`config.mk`:
```
export PLATFORM = sky130hd
export DESIGN_NAME = stereo_image_loader
export DESIGN_NICKNAME = d
export VERILOG_FILES = /design/src/rtl/stereo_pkg.sv /design/src/rtl/pixel_word_packer.sv /design/src/rtl/stereo_image_loader.sv
export SDC_FILE = /design/constraint.sdc
export NUM_CORES = 1
export LEC_CHECK = 0
export CAP_MARGIN = 10
export CORE_MARGIN = 2
export CORE_UTILIZATION = 35
export DETAILED_ROUTE_END_ITERATION = 7
export HOLD_SLACK_MARGIN = 0.03
export PLACE_DENSITY_LB_ADDON = 0.05
export SYNTH_ARGS = -nofsm -noshare
export SYNTH_HDL_FRONTEND = slang
export SYNTH_HIERARCHICAL = 1
export SYNTH_SLANG_ARGS = --single-unit
```
`constraint.sdc`:
```
create_clock -name clk_in -period 7.19 [get_ports clk_in]
set_input_delay 1.0785 -clock clk_in [delete_from_list [all_inputs] [get_ports clk_in]]
set_output_delay 1.0785 -clock clk_in [all_outputs]
set_load 0.05 [all_outputs]
```
`src/rtl/stereo_pkg.sv`:
```
// Shared constants and types for the stereo disparity front end.
// Image geometry defaults describe one 240x320 grayscale frame stored as 48-bit BRAM words.
package stereo_pkg;

    localparam int BLOCK_SIZE    = 6;
    localparam int PIX_PER_WORD  = BLOCK_SIZE;
    localparam int PIX_WIDTH     = 8;
    localparam int WORD_WIDTH    = PIX_WIDTH * PIX_PER_WORD;
    localparam int IMG_WIDTH     = 240;
    localparam int IMG_HEIGHT    = 320;
    localparam int WORDS_PER_ROW = IMG_WIDTH / PIX_PER_WORD;
    localparam int IMG_WORDS     = IMG_HEIGHT * WORDS_PER_ROW;

    typedef enum logic [1:0] {
        IDLE,
        LOAD_LEFT,
        LOAD_RIGHT,
        DONE
    } loader_state_t;

    typedef logic [WORD_WIDTH-1:0] pix_word_t;

endpackage

```
`src/rtl/pixel_word_packer.sv`:
```
// Gathers PIX_PER_WORD accepted pixels into one word, first pixel in the top byte.
// clear restarts the word; a pixel accepted with clear becomes pixel 0 of the new word.
module pixel_word_packer
    import stereo_pkg::*;
(
    input  logic                 clk,
    input  logic                 rst,
    input  logic                 clear,
    input  logic                 accept,
    input  logic [PIX_WIDTH-1:0] pixel,
    output logic                 word_valid,
    output pix_word_t            word
);

    localparam int CNT_W   = $clog2(PIX_PER_WORD);
    localparam int SHREG_W = WORD_WIDTH - PIX_WIDTH;
    localparam logic [CNT_W-1:0] LAST_CNT = CNT_W'(PIX_PER_WORD - 1);

    logic [CNT_W-1:0]   pix_cnt;
    logic [SHREG_W-1:0] shreg;

    // The final pixel is taken straight from the input so the word is ready on its acceptance cycle.
    assign word_valid = accept && !clear && (pix_cnt == LAST_CNT);
    assign word       = {shreg, pixel};

    always_ff @(posedge clk) begin
        if (rst) begin
            pix_cnt <= '0;
            shreg   <= '0;
        end else if (clear) begin
            pix_cnt <= accept ? CNT_W'(1) : '0;
            shreg   <= accept ? SHREG_W'(pixel) : '0;
        end else if (accept) begin
            pix_cnt <= (pix_cnt == LAST_CNT) ? '0 : pix_cnt + CNT_W'(1);
            shreg   <= {shreg[SHREG_W-PIX_WIDTH-1:0], pixel};
        end
    end

endmodule

```
`src/rtl/stereo_image_loader.sv`:
```
// Loads a left then a right image from a pixel byte stream into two frame BRAMs,
// then pulses frames_ready_out to trigger the disparity engine.
module stereo_image_loader
    import stereo_pkg::*;
#(
    parameter  int IMG_W       = IMG_WIDTH,
    parameter  int IMG_H       = IMG_HEIGHT,
    localparam int FRAME_WORDS = IMG_H * (IMG_W / PIX_PER_WORD),
    localparam int ADDR_W      = $clog2(FRAME_WORDS)
)(
    input  logic                  clk_in,
    input  logic                  rst_in,
    input  logic                  start_in,
    input  logic [PIX_WIDTH-1:0]  pixel_in,
    input  logic                  pixel_valid_in,
    output logic [ADDR_W-1:0]     bram_addr_out,
    output logic [WORD_WIDTH-1:0] bram_din_out,
    output logic                  left_we_out,
    output logic                  right_we_out,
    output logic                  busy_out,
    output logic                  frames_ready_out
);

    localparam logic [ADDR_W-1:0] LAST_ADDR = ADDR_W'(FRAME_WORDS - 1);

    loader_state_t     state;
    logic              loading;
    logic              accept;
    logic              word_valid;
    logic              last_addr;
    pix_word_t         word;
    logic [ADDR_W-1:0] word_addr;

    assign loading   = (state == LOAD_LEFT) || (state == LOAD_RIGHT);
    assign busy_out  = loading;
    assign accept    = pixel_valid_in && (start_in || loading);
    assign last_addr = (word_addr == LAST_ADDR);

    pixel_word_packer u_packer (
        .clk        (clk_in),
        .rst        (rst_in),
        .clear      (start_in),
        .accept     (accept),
        .pixel      (pixel_in),
        .word_valid (word_valid),
        .word       (word)
    );

    // Row-major layout keeps addresses contiguous, so a wrapping counter replaces y*WORDS_PER_ROW+x.
    always_ff @(posedge clk_in) begin
        if (rst_in) begin
            state            <= IDLE;
            word_addr        <= '0;
            frames_ready_out <= 1'b0;
        end else begin
            frames_ready_out <= (state == DONE);
            if (start_in) begin
                state     <= LOAD_LEFT;
                word_addr <= '0;
            end else begin
                if (word_valid)
                    word_addr <= last_addr ? '0 : word_addr + ADDR_W'(1);
                case (state)
                    LOAD_LEFT:  if (word_valid && last_addr) state <= LOAD_RIGHT;
                    LOAD_RIGHT: if (word_valid && last_addr) state <= DONE;
                    DONE:       state <= IDLE;
                    default:    ;
                endcase
            end
        end
    end

    // Write stage: one-cycle we, din/addr hold between writes.
    always_ff @(posedge clk_in) begin
        if (rst_in) begin
            left_we_out   <= 1'b0;
            right_we_out  <= 1'b0;
            bram_din_out  <= '0;
            bram_addr_out <= '0;
        end else begin
            left_we_out  <= word_valid && (state == LOAD_LEFT);
            right_we_out <= word_valid && (state == LOAD_RIGHT);
            if (word_valid) begin
                bram_din_out  <= word;
                bram_addr_out <= word_addr;
            end
        end
    end

endmodule
```
Word-level counts from Yosys, hierarchy flattened
Index checks and enable logic that the tools add are counted.
{ "totals": {"input_bits": 12, "reg_bits": 124} }
{ "classes": {"reduce_logical": 15, "n_eq_ne": 9, "add_sub_neg": 2, "n_mux": 12} }
{ "op_table": {"columns": ["operator", "count"], "rows": [
  ["$mux 40", 2],
  ["$add 14x1->14 const B", 1],
  ["$eq 14x14->1 const B", 1],
  ["$mux 14", 1],
  ["$mux 3", 3],
  ["$mux 8", 1],
  ["$logic_and 1x1->1", 6],
  ["$ne 3x2->1 const B", 2],
  ["$pmux 2 s3", 1],
  ["$reduce_and 3->1", 2],
  ["$eq 2x2->1 const B", 2],
  ["$mux 2", 2],
  ["$ne 2x1->1 const B", 2],
  ["$reduce_bool 4->1", 1],
  ["$add 3x1->3 const B", 1],
  ["$eq 3x3->1 const B", 1],
  ["$reduce_bool 3->1", 1],
  ["$eq 2x1->1 const B", 1],
  ["$logic_or 1x1->1", 2],
  ["$mux 1", 2],
  ["$reduce_bool 2->1", 1],
  ["$reduce_or 2->1", 1],
  ["$logic_not 1->1", 1]
]} }

Logic depth before layout (Yosys ltp)
Gate-level depths: netlist of the first run.
{ "logic_depth": {"ltp_word": 10, "mapped_depth": 12} }

By module
The synthesis of the first run kept the hierarchy.
{ "by_module_without_submodules": {"columns": ["module", "instances", "cells_per_inst", "seq_area_each_um2", "area_each_um2"], "rows": [
  ["stereo_image_loader", 1, 303, 1621.6, 3140.5],
  ["pixel_word_packer", 1, 163, 860.8, 1661.6]
]} }

Worst setup path before layout of the first run
OpenSTA, ideal clock, no wires.
{ "synth_timing": {"path_kind": "register to register", "start": "register state[0]", "end": "register bram_din_out[38]", "setup_time_ns": 0.128, "t_required_ns": 7.062, "slack_ns": 4.539, "synth_period_minus_slack_ns": 2.651, "stages_incl_launch_ff": 12, "t_arrival_ns": 2.523, "cell_sequence": "dfxtp_1 inv_1 ha_1 o21a_1 buf_2 buf_2 and4b_1 buf_4 buf_2 buf_2 mux2i_1 nor2_1"} }
{ "synth_via": {"elab_chain_cells": 6, "elab_cells_between_ends": 7, "classes_between": "2 x eq/ne; 5 x reduce/logical"} }
{ "synth_rtl": {"columns": ["item", "line", "rtl"], "rows": [
  ["from (decl)", "stereo_image_loader.sv:26", "loader_state_t state;"],
  ["from (signal assigned)", "stereo_image_loader.sv:52", "state <= IDLE;"],
  ["from (signal assigned)", "stereo_image_loader.sv:58", "state <= LOAD_LEFT;"],
  ["from (signal assigned)", "stereo_image_loader.sv:64", "LOAD_LEFT: if (word_valid && last_addr) state <= LOAD_RIGHT;"],
  ["$eq 2x1->1 / $eq 2x2->1 (equally long branches)", "stereo_image_loader.sv:34", "assign loading = (state == LOAD_LEFT) || (state == LOAD_RIGHT);"],
  ["$logic_or 1x1->1 (*)", "stereo_image_loader.sv:34", null],
  ["via busy_out", "stereo_image_loader.sv:20", "output logic busy_out,"],
  ["$logic_or 1x1->1 (*)", "stereo_image_loader.sv:36", "assign accept = pixel_valid_in && (start_in || loading);"],
  ["$logic_and 1x1->1 (*)", "stereo_image_loader.sv:36", null],
  ["via accept", "stereo_image_loader.sv:28", "logic accept;"],
  ["$logic_and 1x1->1 (*) (2 in a row)", "pixel_word_packer.sv:23", "assign word_valid = accept && !clear && (pix_cnt == LAST_CNT);"],
  ["via word_valid", "stereo_image_loader.sv:29", "logic word_valid;"],
  ["to (signal assigned)", "stereo_image_loader.sv:84", "bram_din_out <= word;"],
  ["to (decl)", "stereo_image_loader.sv:17", "output logic [WORD_WIDTH-1:0] bram_din_out,"]
]} }
The timed path passes the listed nets; every way through them passes the cells marked *.
A chain may end at the register's enable or synchronous reset.

Worst setup path after layout of the first run
{ "layout_timing": {"start": "input start_in", "end": "register bram_din_out[24]"} }
{ "layout_via": {"elab_chain_cells": 4, "elab_cells_between_ends": 5, "classes_between": "5 x reduce/logical"} }
{ "layout_rtl": {"columns": ["item", "line", "rtl"], "rows": [
  ["from (decl)", "stereo_image_loader.sv:13", "input logic start_in,"],
  ["$logic_or 1x1->1", "stereo_image_loader.sv:36", null],
  ["$logic_and 1x1->1", "stereo_image_loader.sv:36", null],
  ["via accept", "stereo_image_loader.sv:28", null],
  ["$logic_and 1x1->1 (2 in a row)", "pixel_word_packer.sv:23", null],
  ["via word_valid", "stereo_image_loader.sv:29", null]
]} }
The timed path passes the listed nets, and every way through them passes these cells.

==> impl_metrics.toml, run 1 <==
[route]
totalWireLength_um = 10200
drt_iter0_drc = 159
detail_route.first_pass.iterations = 4
route.antenna.remaining_nets = 0
drcViolationCount = 0
wire_per_inst_um = 14.4
via_count = 3267
drt-vias-per-instance = 4.58

[die]
dieHeight_um = 121
floorplan.io_pins = 78
die_width_um = 121
initial_utilization_pct = 36.1
fp.coreArea_um2 = 13300
design.die.area_um2 = 14700
placementRows = 42

[clock_network]
clock_tree.buffer_depth = 2
postCtsResizedCells = 0
cts-buffers-inserted = 17
worstSkewPairLatency_ns = 0.41
cts_setup_buffers = 0
clkSinkCount = 124
maximum_level_of_the_cts_h_tree = 4
clk_transition_reported_paths_ns = 0.05
ctsRootBufferMaster = "sky130_fd_sc_hd__clkbuf_16"
cts.hold.buffers_added = 0
cts_tree = "yes"

[finish]
fillers = 1256
finish.utilization_pct = 46.1
area_growth_syn_to_layout_pct = 27.5
antenna_cells = 0
final_nets = 547
final_layout_size_suffix_gt1_share_pct = 8.01
fin_cells = 713

[sta]
layout_setup_ws_ns = 2.86
peak_clock_frequency_supported_by_timing_mhz = 231
final.setup.tns_ns = 0
worst_slew_margin_rel_pct = 42.8
rsz_0062_raised_after_global_routing = "no"
min_period_ns = 4.33
worst_pin_slew_ns = 0.858
timing.final.crit_share_pct = 60.2
setup_viol = 0
finalHoldViolations = 0
finClkSkew_ns = 0.00578
drv_slew = 0

[yosys]
async_flop_share_pct = 0
postSynthRegisterBits = 124
yosys-top-cells-area = "sky130_fd_sc_hd__dfxtp_1 52%, sky130_fd_sc_hd__mux2i_1 20%, sky130_fd_sc_hd__nor2_1 8.8%"
synth-warning-count = 6
syn_inst = 466
yosys.area.top_type_share_pct = 51.7
synth_cell_types = 42
synth_ff_type = "sky130_fd_sc_hd__dfxtp_1"
synth_fp_nets = 484
post_synth_instance_area_um2 = 4800
syn_area_per_cell_um2 = 10.3
edff_count_synth = 0
synth.yosys.seq_area_share_pct = 51.7
synthDominantAreaCellType = "sky130_fd_sc_hd__dfxtp_1"

[critical_path]
end_kind = "register"
worstPathMaxFanout = 52
timing.critical_path.arrival_ns = 4.59
criticalPathCategory = "input pin to register"
crit_required_ns = 7.45
cp_launch_type = "input pin"

[hold_path]
holdCritPathClass = "register to register"

[place]
dpl.cell_count = 685
detailed_place_hpwl_um = 6550
port_buffers = 77
gpl.final_weighted_congestion = 0.751
pre_cts_ws_ns = 2.39

[pwr]
leakage_nw = 2.15
max-vdd-ir-drop_uv = 128
total_power_mw = 1.52
power_per_cell_area_nw_per_um2 = 248

[global_route]
vias_in_the_first_global_route = 3275
gr-usage-all-layers_pct = 15.0
grt_start_max_net_pins = 83
first_pass_grt_wire_length_um = 16800
antenna_found_initial = 0
grt.overflow.total = 0

[job]
drv.max_cap_violation_count = 0

[run_status]
run_status = "finished clean"
power by group:
part | total (mW) | switching [mW] | internal, mW
combinational | 0.0618 | 0.0372 | 0.0246
clock | 0.758 | 0.274 | 0.484
sequential | 0.698 | 0.00516 | 0.693
total | 1.52 | 0.317 | 1.20
Yosys cell counts (2+ instances only):
cell type,n
sky130_fd_sc_hd__and3_1,2
sky130_fd_sc_hd__xor2_1,4
sky130_fd_sc_hd__nand4_1,2
sky130_fd_sc_hd__nor3b_1,8
sky130_fd_sc_hd__and3b_1,2
sky130_fd_sc_hd__ha_1,6
sky130_fd_sc_hd__dfxtp_1,124
sky130_fd_sc_hd__nand2_1,8
sky130_fd_sc_hd__buf_6,5
sky130_fd_sc_hd__nor2b_1,3
sky130_fd_sc_hd__nand4_2,2
sky130_fd_sc_hd__nor4_1,4
sky130_fd_sc_hd__mux2i_1,96
sky130_fd_sc_hd__nor3_1,6
sky130_fd_sc_hd__a21oi_1,10
sky130_fd_sc_hd__inv_1,3
sky130_fd_sc_hd__nor2_1,113
sky130_fd_sc_hd__xnor2_1,9
sky130_fd_sc_hd__clkbuf_1,7
sky130_fd_sc_hd__buf_2,13
sky130_fd_sc_hd__nand3_1,3
sky130_fd_sc_hd__nor2_2,5
sky130_fd_sc_hd__buf_4,11
sky130_fd_sc_hd__and2_1,2
per-layer routing:
layer | share of wire (%) | vias up | GRT usage [%]
met5 | 0 | - | 0
met3 | 3.6 | 13 | 4.89
met1 | 50 | 1518 | 20.2
li1 | - | 1682 | -
met2 | 45 | 54 | 21.9
met4 | 1.3 | 0 | 6.47
cell families (layout without fill, tap and decap cells):
kind of cell | after synthesis | in the layout | share of synthesized area [%]
AND/OR/NAND/NOR | 171 | 171 | 17.0
flip-flops | 124 | 124 | 51.7
multiplexers | 96 | 96 | 20.0
buffers and inverters | 40 | 111 | 5.34
AO/OA/AOI/OAI | 16 | 16 | 2.01
XOR/XNOR | 13 | 13 | 2.37
adder cells (fa/ha/maj) | 6 | 6 | 1.56
sequential cells by signal (all words and copies together) (netlist names):
signal	count
bram_addr_out	14
bram_din_out	48
frames_ready_out	1
left_we_out	1
right_we_out	1
state	2
u_packer/pix_cnt	3
u_packer/shreg	40
word_addr	14
per-stage QoR:
stage	hold WS [ns]	cell area (um^2)
4_1_cts	0.496	6100
5_1_grt	0.514	6120
6_report	0.488	6120
3_3_place_gp	0.465	5570
2_1_floorplan	0.451	4800
3_5_place_dp	0.482	5570
layout by cell type (no fill, tap or decap), drive strengths merged, types with 2 or more instances in the layout:
cell           instances
xor2                   4
buf                    5
nor2                 118
nand3                  4
nand4                  4
a21oi                 10
mux2i                 96
clkdlybuf4s50         76
dfxtp                124
clkinv                 2
clkbuf                25
and4                   2
and2                   2
and3                   2
inv                    3
nor3                   6
xnor2                  9
and3b                  2
nand2b                 2
ha                     6
nor4                   4
nand2                  8
nor2b                  3
nor3b                  8
worst max-delay path: stages:
cell	delay (ns)
sky130_fd_sc_hd__clkdlybuf4s50_1	0.88
sky130_fd_sc_hd__o21a_2	0.20
sky130_fd_sc_hd__buf_4	0.58
sky130_fd_sc_hd__and4b_4	0.93
sky130_fd_sc_hd__buf_4	0.55
sky130_fd_sc_hd__mux2i_1	0.24
sky130_fd_sc_hd__nor2_1	0.05
area by class of cell:
| class | count | area [um^2] | share of cell area, % |
|---|---|---|---|
| repair buffers | 81 | 816 | 13.3 |
| inverters | 3 | 11.3 | 0.184 |
| multi-input cells | 302 | 2070 | 33.8 |
| well taps | 176 | 220 | 3.60 |
| flip-flops and latches | 124 | 2480 | 40.5 |
| clock buffers | 25 | 515 | 8.42 |
| clock inverters | 2 | 10.0 | 0.163 |
final timing paths:
| check | from | to | slack (ns) | cells past startpoint |
|---|---|---|---|---|
| setup reg to reg | state[0] | bram_din_out[24] | 3.68 | 8 |
| setup / recovery | start_in | bram_din_out[24] | 2.86 | 7 |
| hold / removal | bram_din_out[38] | bram_din_out[38] | 0.49 | 2 |
| hold reg to reg | bram_din_out[38] | bram_din_out[38] | 0.49 | 2 |
(Power assumes the default switching activity.)
==> run 2, diff against run 1 <==
Clock period 7.19 ns to 3.9 ns, I/O delays scaled along.
==> impl_metrics.toml, run 2 (synthesis gave the netlist of run 1 again) <==
[run_status]
run_status = "finished clean"

[finish]
number_of_flip_flops_under_the_largest_register_name = 48
final_nets = 548
final_layout_size_suffix_gt1_share_pct = 7.79
antenna_cells = 0
postLayoutCellArea_um2 = 6130
layout_commonest_cell = "sky130_fd_sc_hd__dfxtp_1"
largest-register = "bram_din_out"
commonest_non_fill_non_tap_cells_in_the_layout = "124 x sky130_fd_sc_hd__dfxtp_1, 113 x sky130_fd_sc_hd__nor2_1, 96 x sky130_fd_sc_hd__mux2i_1"
top_regs = "bram_din_out x48, u_packer/shreg x40"
fin_cells = 715
finish.utilization_pct = 46.1
fillers = 1312
area_growth_syn_to_layout_pct = 27.7

[die]
die_width_um = 121
fp.coreArea_um2 = 13300
dieHeight_um = 121
initial_utilization_pct = 36.1
placementRows = 42
floorplan.io_pins = 78
design.die.area_um2 = 14700

[clock_network]
cts.hold.buffers_added = 0
postCtsResizedCells = 0
cts-buffers-inserted = 17
clkSinkCount = 124
clock_tree.buffer_depth = 2
ctsRootBufferMaster = "sky130_fd_sc_hd__clkbuf_16"
cts_setup_buffers = 0
worstSkewPairLatency_ns = 0.40
cts_tree = "yes"
maximum_level_of_the_cts_h_tree = 4
clk_transition_reported_paths_ns = 0.05

[route]
drcViolationCount = 0
route.antenna.remaining_nets = 0
wire_per_inst_um = 14.4
drt-vias-per-instance = 4.63
via_count = 3309
drt_iter0_drc = 156
detail_route.first_pass.iterations = 4
totalWireLength_um = 10300

[place]
dpl.cell_count = 687
placed_area_um2 = 5600
pre_cts_ws_ns = 0.900
gpl.final_weighted_congestion = 0.784
detailed_place_hpwl_um = 6630
port_buffers = 77

[sta]
fin_hold_ws_ns = 0.489
drv_slew = 0
final.setup.tns_ns = 0
peak_clock_frequency_supported_by_timing_mhz = 381
setup_viol = 0
layout_setup_ws_ns = 1.27
worst_slew_margin_rel_pct = 51.2
rsz_0062_raised_after_global_routing = "no"
finClkSkew_ns = 0.00543
timing.final.crit_share_pct = 67.4
worst_pin_slew_ns = 0.732
finalHoldViolations = 0
min_period_ns = 2.63

[global_route]
antenna_found_initial = 0
grt_start_max_net_pins = 54
first_pass_grt_wire_length_um = 16700
vias_in_the_first_global_route = 3235
gr-usage-all-layers_pct = 14.8
grt.overflow.total = 0

[pwr]
power.switching_mw = 0.579
combinationalPowerShare_pct = 4.0
share_clk_of_total_power_pct = 50.5
p_int_mw = 2.25
leakage_nw = 2.14
swShare_pct = 20.5
power_per_cell_area_nw_per_um2 = 461
total_power_mw = 2.83
power.sequential.fraction_pct = 45.5
max-vdd-ir-drop_uv = 257

[hold_path]
worstHoldEndpoint = "bram_din_out[11]"
worst_hold_path_stage_count = 2
hold_start = "bram_din_out[11]"
holdCritPathClass = "register to register"

[critical_path]
timing.reg2reg.worst_path_depth = 8
worstPathMaxFanout = 4
reg2reg_slack_ns = 1.50
timing.critical_path.arrival_ns = 2.04
regToRegStartpoint = "state[0]"
end_kind = "output pin"
criticalPathCategory = "register to output pin"
crit-reg2reg-capture = "state[1]"
crit_required_ns = 3.31
cp_launch_type = "register"

[job]
drv.max_cap_violation_count = 0
==> run 2: cell count changes in the layout (fill, tap and decap cells not counted), sizes merged <==
cell and delta:
clkinv -1, buf +1, clkbuf +1, bufinv +1
==> run 2: metal layers <==
metal  vias to the layer above  GRT usage [%]  routed length, um
met3                         8           4.98                365
met1                      1561           19.6               5140
met4                         0           5.17                 93
met5                         -              0                  0
li1                       1686              -                  -
met2                        54           22.4               4680
==> run 2: worst max path at each step <==
stage | start | endpoint | depth (start not counted)
detailed placement | start_in | word_addr[5] | 8
CTS | state[0] | busy_out | 3
floorplan | state[0] | bram_din_out[38] | 11
global route | start_in | word_addr[6] | 8
global placement | start_in | word_addr[6] | 8
finish | state[0] | busy_out | 3
==> run 2: power by group through the flow <==
stage,combinational (mW),sequential [mW],clock [mW]
after floorplan,0.0931,1.31,0
after global placement,0.114,1.31,0
after detailed placement,0.115,1.31,0
after CTS,0.116,1.29,1.48
after global routing,0.124,1.29,1.53
final,0.113,1.29,1.43
==> run 2: worst max-delay path, cell delays in order, from the launching register on <==
cell and delay (ns):
sky130_fd_sc_hd__dfxtp_1 0.38, sky130_fd_sc_hd__inv_1 0.10, sky130_fd_sc_hd__ha_1 0.33, sky130_fd_sc_hd__clkdlybuf4s50_1 0.83
==> run 2: layout make-up <==
| type | instances | area [um^2] | share of cell area, % |
|---|---|---|---|
| clock buffers | 26 | 499 | 8.14 |
| repair buffers | 82 | 816 | 13.3 |
| well taps | 176 | 220 | 3.59 |
| flip-flops and latches | 124 | 2480 | 40.5 |
| multi-input cells | 302 | 2070 | 33.7 |
| clock inverters | 2 | 35.0 | 0.571 |
| inverters | 3 | 11.3 | 0.184 |
